==> src/rtl/mem4_reader_pkg.sv <==
// Shared types and helpers for the scratch-RAM stream reader.
package mem4_reader_pkg;

   // Widest word the extension helper handles.
   localparam int unsigned EXT_MAX_W = 64;
   localparam int unsigned EXT_IDX_W = $clog2(EXT_MAX_W);

   typedef enum logic [1:0] {
      ST_IDLE = 2'd0,
      ST_READ = 2'd1,
      ST_CAPT = 2'd2,
      ST_OUT  = 2'd3
   } state_e;

   // Keep the low data_w bits of raw; fill the rest with zeros or the sign bit.
   function automatic logic [EXT_MAX_W-1:0] extend_word(
      input logic [EXT_MAX_W-1:0] raw,
      input int unsigned          data_w,
      input logic                 sign_ext
   );
      logic [EXT_MAX_W-1:0] mask;
      logic [EXT_IDX_W-1:0] msb;
      mask = (EXT_MAX_W'(1) << data_w) - EXT_MAX_W'(1);
      msb  = EXT_IDX_W'(data_w - 1);
      extend_word = raw & mask;
      if (sign_ext && raw[msb]) begin
         extend_word = extend_word | ~mask;
      end
   endfunction

endpackage

==> src/rtl/hs_out_reg.sv <==
// Valid/ready output stage: holds data and last until the consumer takes them.
module hs_out_reg #(
   parameter int unsigned WIDTH = 32
) (
   input  logic             clk,
   input  logic             rst,
   input  logic             load_i,
   input  logic [WIDTH-1:0] data_i,
   input  logic             last_i,
   input  logic             ready_i,
   output logic             valid_o,
   output logic [WIDTH-1:0] data_o,
   output logic             last_o
);

   logic             valid_q, valid_d;
   logic [WIDTH-1:0] data_q, data_d;
   logic             last_q, last_d;

   // Load a new word, or retire the current one on handshake; data holds otherwise.
   always_comb begin
      valid_d = valid_q;
      data_d  = data_q;
      last_d  = last_q;
      if (load_i) begin
         valid_d = 1'b1;
         data_d  = data_i;
         last_d  = last_i;
      end else if (valid_q && ready_i) begin
         valid_d = 1'b0;
         last_d  = 1'b0;
      end
   end

   // Output registers.
   always_ff @(posedge clk or posedge rst) begin
      if (rst) begin
         valid_q <= 1'b0;
         data_q  <= '0;
         last_q  <= 1'b0;
      end else begin
         valid_q <= valid_d;
         data_q  <= data_d;
         last_q  <= last_d;
      end
   end

   assign valid_o = valid_q;
   assign data_o  = data_q;
   assign last_o  = last_q;

endmodule

==> src/rtl/mem4_stream_reader.sv <==
// Reads len words from a sync-read RAM starting at base (wrapping) and streams them out.
module mem4_stream_reader
   import mem4_reader_pkg::*;
#(
   parameter int unsigned ADDR_WIDTH = 2,
   parameter int unsigned DATA_WIDTH = 8,
   parameter int unsigned OUT_WIDTH  = 32,
   parameter int unsigned SIGN_EXT   = 0
) (
   input  logic                  clk,
   input  logic                  rst,
   input  logic                  start,
   input  logic [ADDR_WIDTH-1:0] base,
   input  logic [ADDR_WIDTH:0]   len,
   output logic                  busy,
   output logic                  done,
   output logic                  mem_en,
   output logic [ADDR_WIDTH-1:0] mem_addr,
   input  logic [DATA_WIDTH-1:0] mem_dout,
   output logic [OUT_WIDTH-1:0]  out_data,
   output logic                  out_valid,
   input  logic                  out_ready,
   output logic                  out_last
);

   localparam int unsigned CNT_W = ADDR_WIDTH + 1;

   state_e                state_q, state_d;
   logic [ADDR_WIDTH-1:0] addr_q, addr_d;
   logic [CNT_W-1:0]      remaining_q, remaining_d;
   logic                  busy_q, busy_d;
   logic                  done_q, done_d;
   logic                  mem_en_q, mem_en_d;
   logic [ADDR_WIDTH-1:0] mem_addr_q, mem_addr_d;

   logic                  load_c;
   logic                  hs_c;
   logic                  last_word_c;
   logic [ADDR_WIDTH-1:0] addr_inc_c;
   logic [OUT_WIDTH-1:0]  ext_c;

   assign hs_c        = out_valid & out_ready;
   assign last_word_c = (remaining_q == CNT_W'(1));
   assign addr_inc_c  = addr_q + ADDR_WIDTH'(1);
   assign ext_c       = OUT_WIDTH'(extend_word(EXT_MAX_W'(mem_dout), DATA_WIDTH, SIGN_EXT != 0));

   // Next-state logic; RAM strobe and address are set on the edge entering READ.
   always_comb begin
      state_d     = state_q;
      addr_d      = addr_q;
      remaining_d = remaining_q;
      done_d      = 1'b0;
      mem_en_d    = 1'b0;
      mem_addr_d  = mem_addr_q;
      load_c      = 1'b0;
      unique case (state_q)
         ST_IDLE: begin
            if (start) begin
               if (len != '0) begin
                  addr_d      = base;
                  remaining_d = len;
                  mem_en_d    = 1'b1;
                  mem_addr_d  = base;
                  state_d     = ST_READ;
               end else begin
                  done_d = 1'b1;
               end
            end
         end
         ST_READ: begin
            state_d = ST_CAPT;
         end
         ST_CAPT: begin
            load_c  = 1'b1;
            state_d = ST_OUT;
         end
         ST_OUT: begin
            if (hs_c) begin
               remaining_d = remaining_q - CNT_W'(1);
               addr_d      = addr_inc_c;
               if (last_word_c) begin
                  done_d  = 1'b1;
                  state_d = ST_IDLE;
               end else begin
                  mem_en_d   = 1'b1;
                  mem_addr_d = addr_inc_c;
                  state_d    = ST_READ;
               end
            end
         end
         default: begin
            state_d = ST_IDLE;
         end
      endcase
      busy_d = (state_d != ST_IDLE);
   end

   // State, counters and registered control outputs.
   always_ff @(posedge clk or posedge rst) begin
      if (rst) begin
         state_q     <= ST_IDLE;
         addr_q      <= '0;
         remaining_q <= '0;
         busy_q      <= 1'b0;
         done_q      <= 1'b0;
         mem_en_q    <= 1'b0;
         mem_addr_q  <= '0;
      end else begin
         state_q     <= state_d;
         addr_q      <= addr_d;
         remaining_q <= remaining_d;
         busy_q      <= busy_d;
         done_q      <= done_d;
         mem_en_q    <= mem_en_d;
         mem_addr_q  <= mem_addr_d;
      end
   end

   // Output stage holding the captured word until handshake.
   hs_out_reg #(
      .WIDTH(OUT_WIDTH)
   ) u_out (
      .clk     (clk),
      .rst     (rst),
      .load_i  (load_c),
      .data_i  (ext_c),
      .last_i  (last_word_c),
      .ready_i (out_ready),
      .valid_o (out_valid),
      .data_o  (out_data),
      .last_o  (out_last)
   );

   assign busy     = busy_q;
   assign done     = done_q;
   assign mem_en   = mem_en_q;
   assign mem_addr = mem_addr_q;

endmodule
==> config.mk <==
export PLATFORM = sky130hd
export DESIGN_NAME = mem4_stream_reader
export DESIGN_NICKNAME = d
export VERILOG_FILES = /design/src/rtl/mem4_reader_pkg.sv /design/src/rtl/hs_out_reg.sv /design/src/rtl/mem4_stream_reader.sv
export SDC_FILE = /design/constraint.sdc
export NUM_CORES = 1
export LEC_CHECK = 0
export BUFFER_PORTS_ARGS = -buffer_cell sky130_fd_sc_hd__buf_2
export CORE_AREA = 4 4 56 58
export CTS_CLUSTER_SIZE = 30
export DETAILED_ROUTE_END_ITERATION = 7
export DIE_AREA = 0 0 60 62
export GPL_TIMING_DRIVEN = 0
export PLACE_DENSITY_LB_ADDON = 0.05
export RECOVER_POWER = 100
export SLEW_MARGIN = 20
export SYNTH_ARGS = -nofsm -noshare
export SYNTH_HDL_FRONTEND = slang
export SYNTH_SLANG_ARGS = --single-unit
==> constraint.sdc <==
create_clock -name clk -period 5.68 [get_ports clk]
set_clock_uncertainty 0.1 [all_clocks]
set_input_delay 0.284 -clock clk [delete_from_list [all_inputs] [get_ports clk]]
set_output_delay 0.284 -clock clk [all_outputs]
set_load 0.02 [all_outputs]
=== Yosys cells after proc, flatten, opt, wreduce, memory -nomap -nowiden ===
Index checks and enable logic that the tools add are counted.

* Add/subtract/negate cells: 2
* Eq/ne operators: 8
* Multiplexer cells: 30
* Bitwise operators: 1
* Reductions and logical operators: 8

{| class="wikitable"
|+ Operators with widths
! operator !! number
|-
| 2-bit 2-to-1 mux || 8
|-
| 1-bit 2-to-1 mux || 13
|-
| 3-bit 2-to-1 mux || 3
|-
| 2-bit != test, second input constant || 4
|-
| 2-bit case mux with 2 select lines || 2
|-
| 2-bit case mux with 4 select lines || 1
|-
| 3-bit case mux with 2 select lines || 1
|-
| 2-bit nonzero test || 3
|-
| 5-bit AND reduction || 1
|-
| 2-bit equality test, second input constant || 2
|-
| 1-bit case mux with 2 select lines || 2
|-
| 4-bit AND reduction || 1
|-
| 3-bit by 1-bit equality test with 1-bit output, second input constant || 1
|-
| 3-bit nonzero test || 1
|-
| 3-bit by 1-bit subtractor with 3-bit output, second input constant || 1
|-
| 2-bit by 1-bit adder with 2-bit output, second input constant || 1
|-
| 2-bit by 1-bit equality test with 1-bit output, second input constant || 1
|-
| 2-bit logical NOT || 1
|-
| 1-bit AND || 1
|-
| 1-bit logical AND || 1
|}

* Register bits after elaboration: 22
* Input bits: 17
* Output and inout bits: 39
* Word-level logic and storage cells: 59

=== Logic depth before layout (Yosys ltp) ===
Gate-level depths: netlist of run 1.

* Depth in word-level cells: 5
* Depth in mapped cells: 7
* Mapped depth without buffers: 6

=== Hierarchy ===
From an unflattened synthesis of run 1, not the netlist that was laid out.

* Cell total of the unflattened synthesis: 154
* Area, all modules: 2124.5 um2

{| class="wikitable"
|+ Modules (own cells, without submodules)
! module !! times used !! cells each !! area an instance (um2) !! sequential area each (um2)
|-
| hs_out_reg || 1 || 76 || 1412.6 || 850.8
|-
| mem4_stream_reader || 1 || 78 || 711.9 || 300.3
|}

=== Worst setup path before layout of run 1 ===
No wires, ideal clock.

* Path type: flip-flop to flip-flop
* Start point: reg state_q[0]
* End point: reg mem_addr_q[0], in the netlist mem_addr[0]
* Library setup time: 0.125 ns
* Arrival: 1.615 ns
* Data required time: 5.455 ns
* Slack: 3.840 ns
* Cell stages (with the launch flop): 8
* Path buffers: 1
* Clock period less this slack: 1.840 ns
* Path through: dfrtp_1 > inv_1 > ha_1 > o311ai_2 > a21o_1 > buf_6 > a21oi_4 > mux2_4

* Word-level cells in the longest chain between the ends: 3
* Elaborated cells on any way between the ends: 9
* Those cells by class: eq/ne (5); mux (1); reduce/logical (3)

{| class="wikitable"
|+ RTL lines
! element !! line !! text
|-
| start: declaration || mem4_stream_reader.sv:28 || <nowiki>state_e state_q, state_d;</nowiki>
|-
| start signal: assignment || mem4_stream_reader.sv:109 || <nowiki>state_q <= state_d;</nowiki>
|-
| 2-bit equality test or 2-bit logical NOT (tied branches) || mem4_stream_reader.sv:56 || <nowiki>unique case (state_q)</nowiki>
|-
| 2-bit != test (no source line) or 2-bit nonzero test (tied branches) || -- ||
|-
| 5-bit AND reduction (no source line) || -- ||
|-
| end signal: assignment || mem4_stream_reader.sv:115 || <nowiki>mem_addr_q <= mem_addr_d;</nowiki>
|-
| end: declaration || mem4_stream_reader.sv:34 || <nowiki>logic [ADDR_WIDTH-1:0] mem_addr_q, mem_addr_d;</nowiki>
|}

Several ways; a longest one is shown, not always the timed one.
A chain may end at the register's enable or synchronous reset.

=== Final worst setup path of run 1 ===
Ends and elaborated chain as after synthesis.

==> metrics, run 1 <==
status=completed; CTS root buffer=clkbuf_4; num rows=19; count leader, synth=buf_4; worst slew pin tran=0.820 ns; Sink Count=22; core area=2660 µm²; fin cells=208; RD Place Congestion=0.740; GR Overflow Total=0; vias per cell=around 4.4; starting density of the core=between 40% and 50%; pwr/cell area=509 nW/µm²; largest net degree at the start of global routing=23; Peak Freq=443 MHz; flop2flop setup slack=3.42 ns; largest cells by area after synthesis=dfrtp_1 44%, buf_4 14%, mux2_2 8.9%; RR Endpoint=mem_addr[0]$_DFFE_PP0P_; post-layout util=a little under three fifths; Hold Fails Final Rpt=0; fin nets=200; Detailed Route WL=2.30 mm; Final Max Tran Viols=0; Synth top area share=a little over two fifths; PostCTS Resize Cnt=0; All-Layer GR Usage=13.5%; worst r2r path cells=7; DRT iter0 DRCs=7; DP Wirelength=1.86 mm; #FFs+latches synth=22; H-tree Lvls=1; largest area contributor in the synthesized netlist=dfrtp_1; clock buffer count from CTS=3; Max Root-Sink Buffers=2; P_leak=0.797 nW; Worst-path clk slew=0.12 ns; CP Capture Type=flop; synth warn=0; die area=3720 µm²; Final Cycle Share=39.7%; Max Cap Viol=0; worst-path fanout max=9; Die H=62 µm; antenna violations before repair=0; CP Launch Type=flop; Post-synth EDFFs=0; peak supply drop=0.000370 V; min-delay worst type=in -> async; Setup TNS Final=0 ns; Post-DRT Antenna Nets=0; synthesized area=roughly 1300 µm²; Slew HR=45.3%; vias in the first global route=861; Syn Area/Cell=10.6 µm²; commonest cells in the netlist=24 x buf_4, 22 x dfrtp_1, 10 x mux2_2; port buffer count=31; Critical R2R Launch=state_q[0]$_DFF_PP0_; Antenna Cells=0; Cells after DPL=just over 200; post-route minimum period=2.26 ns; fillers=280; Placed Area=1540 µm²; Post-synth top flop=dfrtp_1; Clock Latency Late Sink=0.30 ns; io pins=56; first-pass GRT wire length=3.74 mm; Synth cell types=30; post-CTS setup buffer count=0; Seq/Total Area, Yosys=43.6%; ys async rst share=100%; CP Data Required Time=5.78 ns; RSZ-0062 raised after global routing=false; P&R area growth vs syn=20.5%; via count=924; design area=1520 µm²; Syn Inst Count=119; width of the die=60 µm; DR WL/cell=around 11 µm; Setup-failing EPs final=0; layout cells sized above 1=31.6%; Detailed Routing Iterations Pass 1=3; critical path arrival=roughly 2.4 ns; DRC=0; CTS tree=done; Crit Path Category=reg -> reg; Post-CTS Hold Fix Bufs=0
metrics by stage:
stage,hold WS [ns],worst slack (ns),power [mW]
final,0.0132,3.42,0.774
after global routing,0.0783,3.25,0.846
after CTS,0.0620,3.67,0.830
after detailed placement,0.394,3.71,0.740
after global placement,0.387,3.71,0.727
after floorplan,0.173,3.84,0.631
kinds of logic (layout without fill, tap and decap cells):
| kind of cell | after synthesis | in the layout | synth area share (%) |
|---|---|---|---|
| adders and majority gates | 5 | 5 | 4.95 |
| AOI/OAI and AO/OA | 20 | 20 | 12.2 |
| muxes | 13 | 13 | 12.1 |
| xor gates and xnor gates | 1 | 1 | 0.693 |
| other | 1 | 24 | 0.297 |
| and+or+nand+nor | 21 | 21 | 7.72 |
| buffers and inverters | 36 | 71 | 18.5 |
| DFF | 22 | 22 | 43.6 |
layer usage:
metal,global-route usage (%),vias up,wire length [µm]
li1,-,464,-
met1,15.7,421,866
met2,23.8,37,1180
met3,2.69,2,229
met4,6.65,0,19
met5,0,-,0
worst max path at each step:
stage	slack, ns	depth (start not counted)	endpoint	startpoint
2_1_floorplan	3.84	7	mem_addr[0]$_DFFE_PP0P_	state_q[0]$_DFF_PP0_
3_3_place_gp	3.71	7	mem_addr[1]$_DFFE_PP0P_	state_q[0]$_DFF_PP0_
3_5_place_dp	3.71	7	mem_addr[0]$_DFFE_PP0P_	state_q[0]$_DFF_PP0_
4_1_cts	3.67	7	mem_addr[0]$_DFFE_PP0P_	state_q[0]$_DFF_PP0_
5_1_grt	3.25	7	mem_addr[0]$_DFFE_PP0P_	state_q[0]$_DFF_PP0_
6_report	3.42	7	mem_addr[0]$_DFFE_PP0P_	state_q[0]$_DFF_PP0_
area by class of cell:
| class | instances | area (µm²) | area share [%] |
|---|---|---|---|
| clock buffers | 4 | 36.3 | 2.38 |
| multi-input cells | 84 | 536 | 35.2 |
| well taps | 31 | 38.8 | 2.55 |
| flip-flops and latches | 22 | 551 | 36.2 |
| inverters | 9 | 33.8 | 2.22 |
| plain buffers | 27 | 191 | 12.6 |
| repair buffers | 31 | 136 | 8.96 |
critical path, cell delays in order, from the launching register on:
cell      delay (ns)
dfrtp_1         0.43
inv_1           0.12
ha_1            0.25
o311ai_0        0.21
a21o_1          0.20
clkbuf_1        0.21
a21oi_1         0.28
mux2_1          0.36
state kept, by name, indices dropped and copies added (netlist names):
name / cells
addr_q: 2
busy: 1
done: 1
mem_addr: 2
mem_en: 1
remaining_q: 3
state_q: 2
u_out.data_o: 8
u_out.last_o: 1
u_out.valid_o: 1
power breakdown:
group          internal, mW  switching (mW)
registers             0.233          0.0453
clock network        0.0391          0.0468
logic                 0.172           0.239
placed cells by master (no fill, tap or decap):
| cell | count |
|---|---|
| a2111oi_0 | 1 |
| a211o_2 | 1 |
| a21boi_1 | 1 |
| a21o_1 | 2 |
| a21oi_1 | 6 |
| and2b_1 | 1 |
| buf_2 | 16 |
| buf_4 | 24 |
| clkbuf_1 | 18 |
| clkbuf_4 | 3 |
| clkbuf_8 | 1 |
| conb_1 | 24 |
| dfrtp_1 | 22 |
| ha_1 | 5 |
| inv_1 | 9 |
| mux2_1 | 1 |
| mux2_2 | 10 |
| mux2_4 | 1 |
| mux2i_1 | 1 |
| nand2_1 | 6 |
| nand2b_1 | 1 |
| nand3_1 | 3 |
| nand4_1 | 1 |
| nor2_1 | 6 |
| nor3_1 | 2 |
| nor4_1 | 1 |
| o21a_1 | 2 |
| o21ai_0 | 3 |
| o22ai_1 | 3 |
| o311ai_0 | 1 |
| xnor2_1 | 1 |
(Power assumes the default switching activity.)
==> inputs of run 2 (changes only) <==
--- a/config.mk
+++ b/config.mk
@@ -6,10 +6,10 @@
 export NUM_CORES = 1
 export LEC_CHECK = 0
 export BUFFER_PORTS_ARGS = -buffer_cell sky130_fd_sc_hd__buf_2
-export CORE_AREA = 4 4 56 58
+export CORE_AREA = 4 4 60 62
 export CTS_CLUSTER_SIZE = 30
 export DETAILED_ROUTE_END_ITERATION = 7
-export DIE_AREA = 0 0 60 62
+export DIE_AREA = 0 0 64 66
 export GPL_TIMING_DRIVEN = 0
 export PLACE_DENSITY_LB_ADDON = 0.05
 export RECOVER_POWER = 100
==> constraint.sdc (replaced) <==
create_clock -name clk -period 2.02 [get_ports clk]
set_clock_uncertainty 0.1 [all_clocks]
set_input_delay 0.101 -clock clk [delete_from_list [all_inputs] [get_ports clk]]
set_output_delay 0.101 -clock clk [all_outputs]
set_load 0.02 [all_outputs]
==> run 2 against run 1 <==
Die area is 14% higher. Utilization shrank 0.082 points. Clock-buffer cell count down 1. Design area up 14%. Cell count increased by 12%. Fmax is 18% higher. Wire length rose by 5.4%. Critical endpoint is now mem_addr[1]$_DFFE_PP0P_.
==> metrics, run 2 (synthesis gave the netlist of run 1 again) <==
fin nets=212; antenna violations before repair=0; M1 wire length=949 µm; io pins=56; P_leak=0.871 nW; Max Cap Viol=0; Max Root-Sink Buffers=2; post-route minimum period=1.91 ns; P&R area growth vs syn=36.8%; clock buffer count from CTS=3; Die H=66 µm; via count=963; critical path arrival=2.01 ns; DR WL/cell=~10 µm; CP Capture Type=flop; Routed met3 length=213 µm; width of the die=64 µm; Detailed Route WL=2.42 mm; vias in the first global route=973; metal2 WL=approximately 1.2 mm; Crit Path Category=reg -> reg; die area=4220 µm²; layout cells sized above 1=between 30% and 40%; Setup-failing EPs final=0; starting density of the core=41.7%; peak supply drop=0.000816 V; post-layout util=57.1%; H-tree Lvls=1; Setup TNS Final=0 ns; num rows=20; vias per cell=4.13; Hold Fails Final Rpt=0; worst slew pin tran=0.823 ns; DP Wirelength=1.90 mm; worst-path fanout max=9; Sink Count=22; Final Max Tran Viols=0; DR top layer=met4; DRT iter0 DRCs=19; Final Cycle Share=94.8%; Slew HR=45.0%; first-pass GRT wire length=roughly 4.2 mm; Worst-path clk slew=0.13 ns; Detailed Routing Iterations Pass 1=4; DRC=0; RSZ-0062 raised after global routing=false; fillers=283; largest net degree at the start of global routing=23; max reg flops=8; register area=551 µm²; All-Layer GR Usage=12.3%; CP Launch Type=flop; RD Place Congestion=0.727; CTS root buffer=clkbuf_4; min-delay worst type=in -> reg; flop2flop setup slack=roughly 0.11 ns; GR Overflow Total=0; status=completed; Clock Latency Late Sink=roughly 0.31 ns; Antenna Cells=0; area of the multi-input gates=578 µm²; Post-DRT Antenna Nets=0; CP Data Required Time=2.12 ns; Peak Freq=522 MHz; CTS tree=done; most frequent cells in the layout=24 x buf_4, 24 x conb_1, 22 x dfrtp_1, 16 x buf_2, 15 x clkbuf_1; core area=3030 µm²; port buffer count=31; pwr/cell area=1400 nW/µm²
## run 2: report_power, final
part           total (mW)  switching [mW]  leakage [nW]  internal [mW]
clock network       0.337           0.136        0.0279          0.201
registers           0.792           0.137         0.262          0.655
logic                1.30           0.709         0.581          0.590
## run 2: worst paths after layout
check                                            start                           to  cells past startpoint
max in group asynchronous                          rst   remaining_q[1]$_DFFE_PP0P_                      3
min in group asynchronous                          rst  u_out.data_o[1]$_DFFE_PP0P_                      3
max                               state_q[0]$_DFF_PP0_      mem_addr[1]$_DFFE_PP0P_                      7
min                                             len[0]   remaining_q[0]$_DFFE_PP0P_                      3
max reg2reg                       state_q[0]$_DFF_PP0_      mem_addr[1]$_DFFE_PP0P_                      7
min reg2reg                u_out.data_o[3]$_DFFE_PP0P_  u_out.data_o[3]$_DFFE_PP0P_                      1
## run 2: repair_timing
action                     4_1_cts  5_1_grt
setup endpoints to repair        2        3
setup buffers                    0        0
gates resized for setup          1        2
hold buffers                    12        0
hold endpoints to repair        32        0
## run 2: final cells by class
cell class,instances,area share (%)
multi-input combinational,84,33.4
timing repair buffer,43,14.8
tap,44,3.18
clock inverter,1,1.74
inverter,9,1.95
clock buffer,3,1.30
buffer,27,11.7
sequential,22,31.8
## run 2: critical path: stages, from the launching register on
cell and delay, ns:
dfrtp_1 0.45, inv_1 0.16, ha_4 0.19, o311ai_2 0.12, a21o_1 0.18, buf_6 0.14
a21oi_4 0.14, mux2_4 0.32
## run 2: layer usage
layer	vias up	GRT usage, %
met5	-	0
met4	0	4.85
met3	4	2.89
met2	43	23.1
met1	428	13.3
li1	488	-
## run 2: through the flow
stage               cells  hold WS, ns  cell area, µm²  setup slack, ns  total power [mW]
floorplan             142     -0.00977            1350            0.180              1.78
global placement      217        0.201            1560           0.0417              2.05
detailed placement    217        0.220            1560           0.0172              2.09
CTS                   233       0.0487            1740           0.0433              2.46
global route          233       0.0557            1730           0.0144              2.63
finish                233       0.0575            1730            0.106              2.43
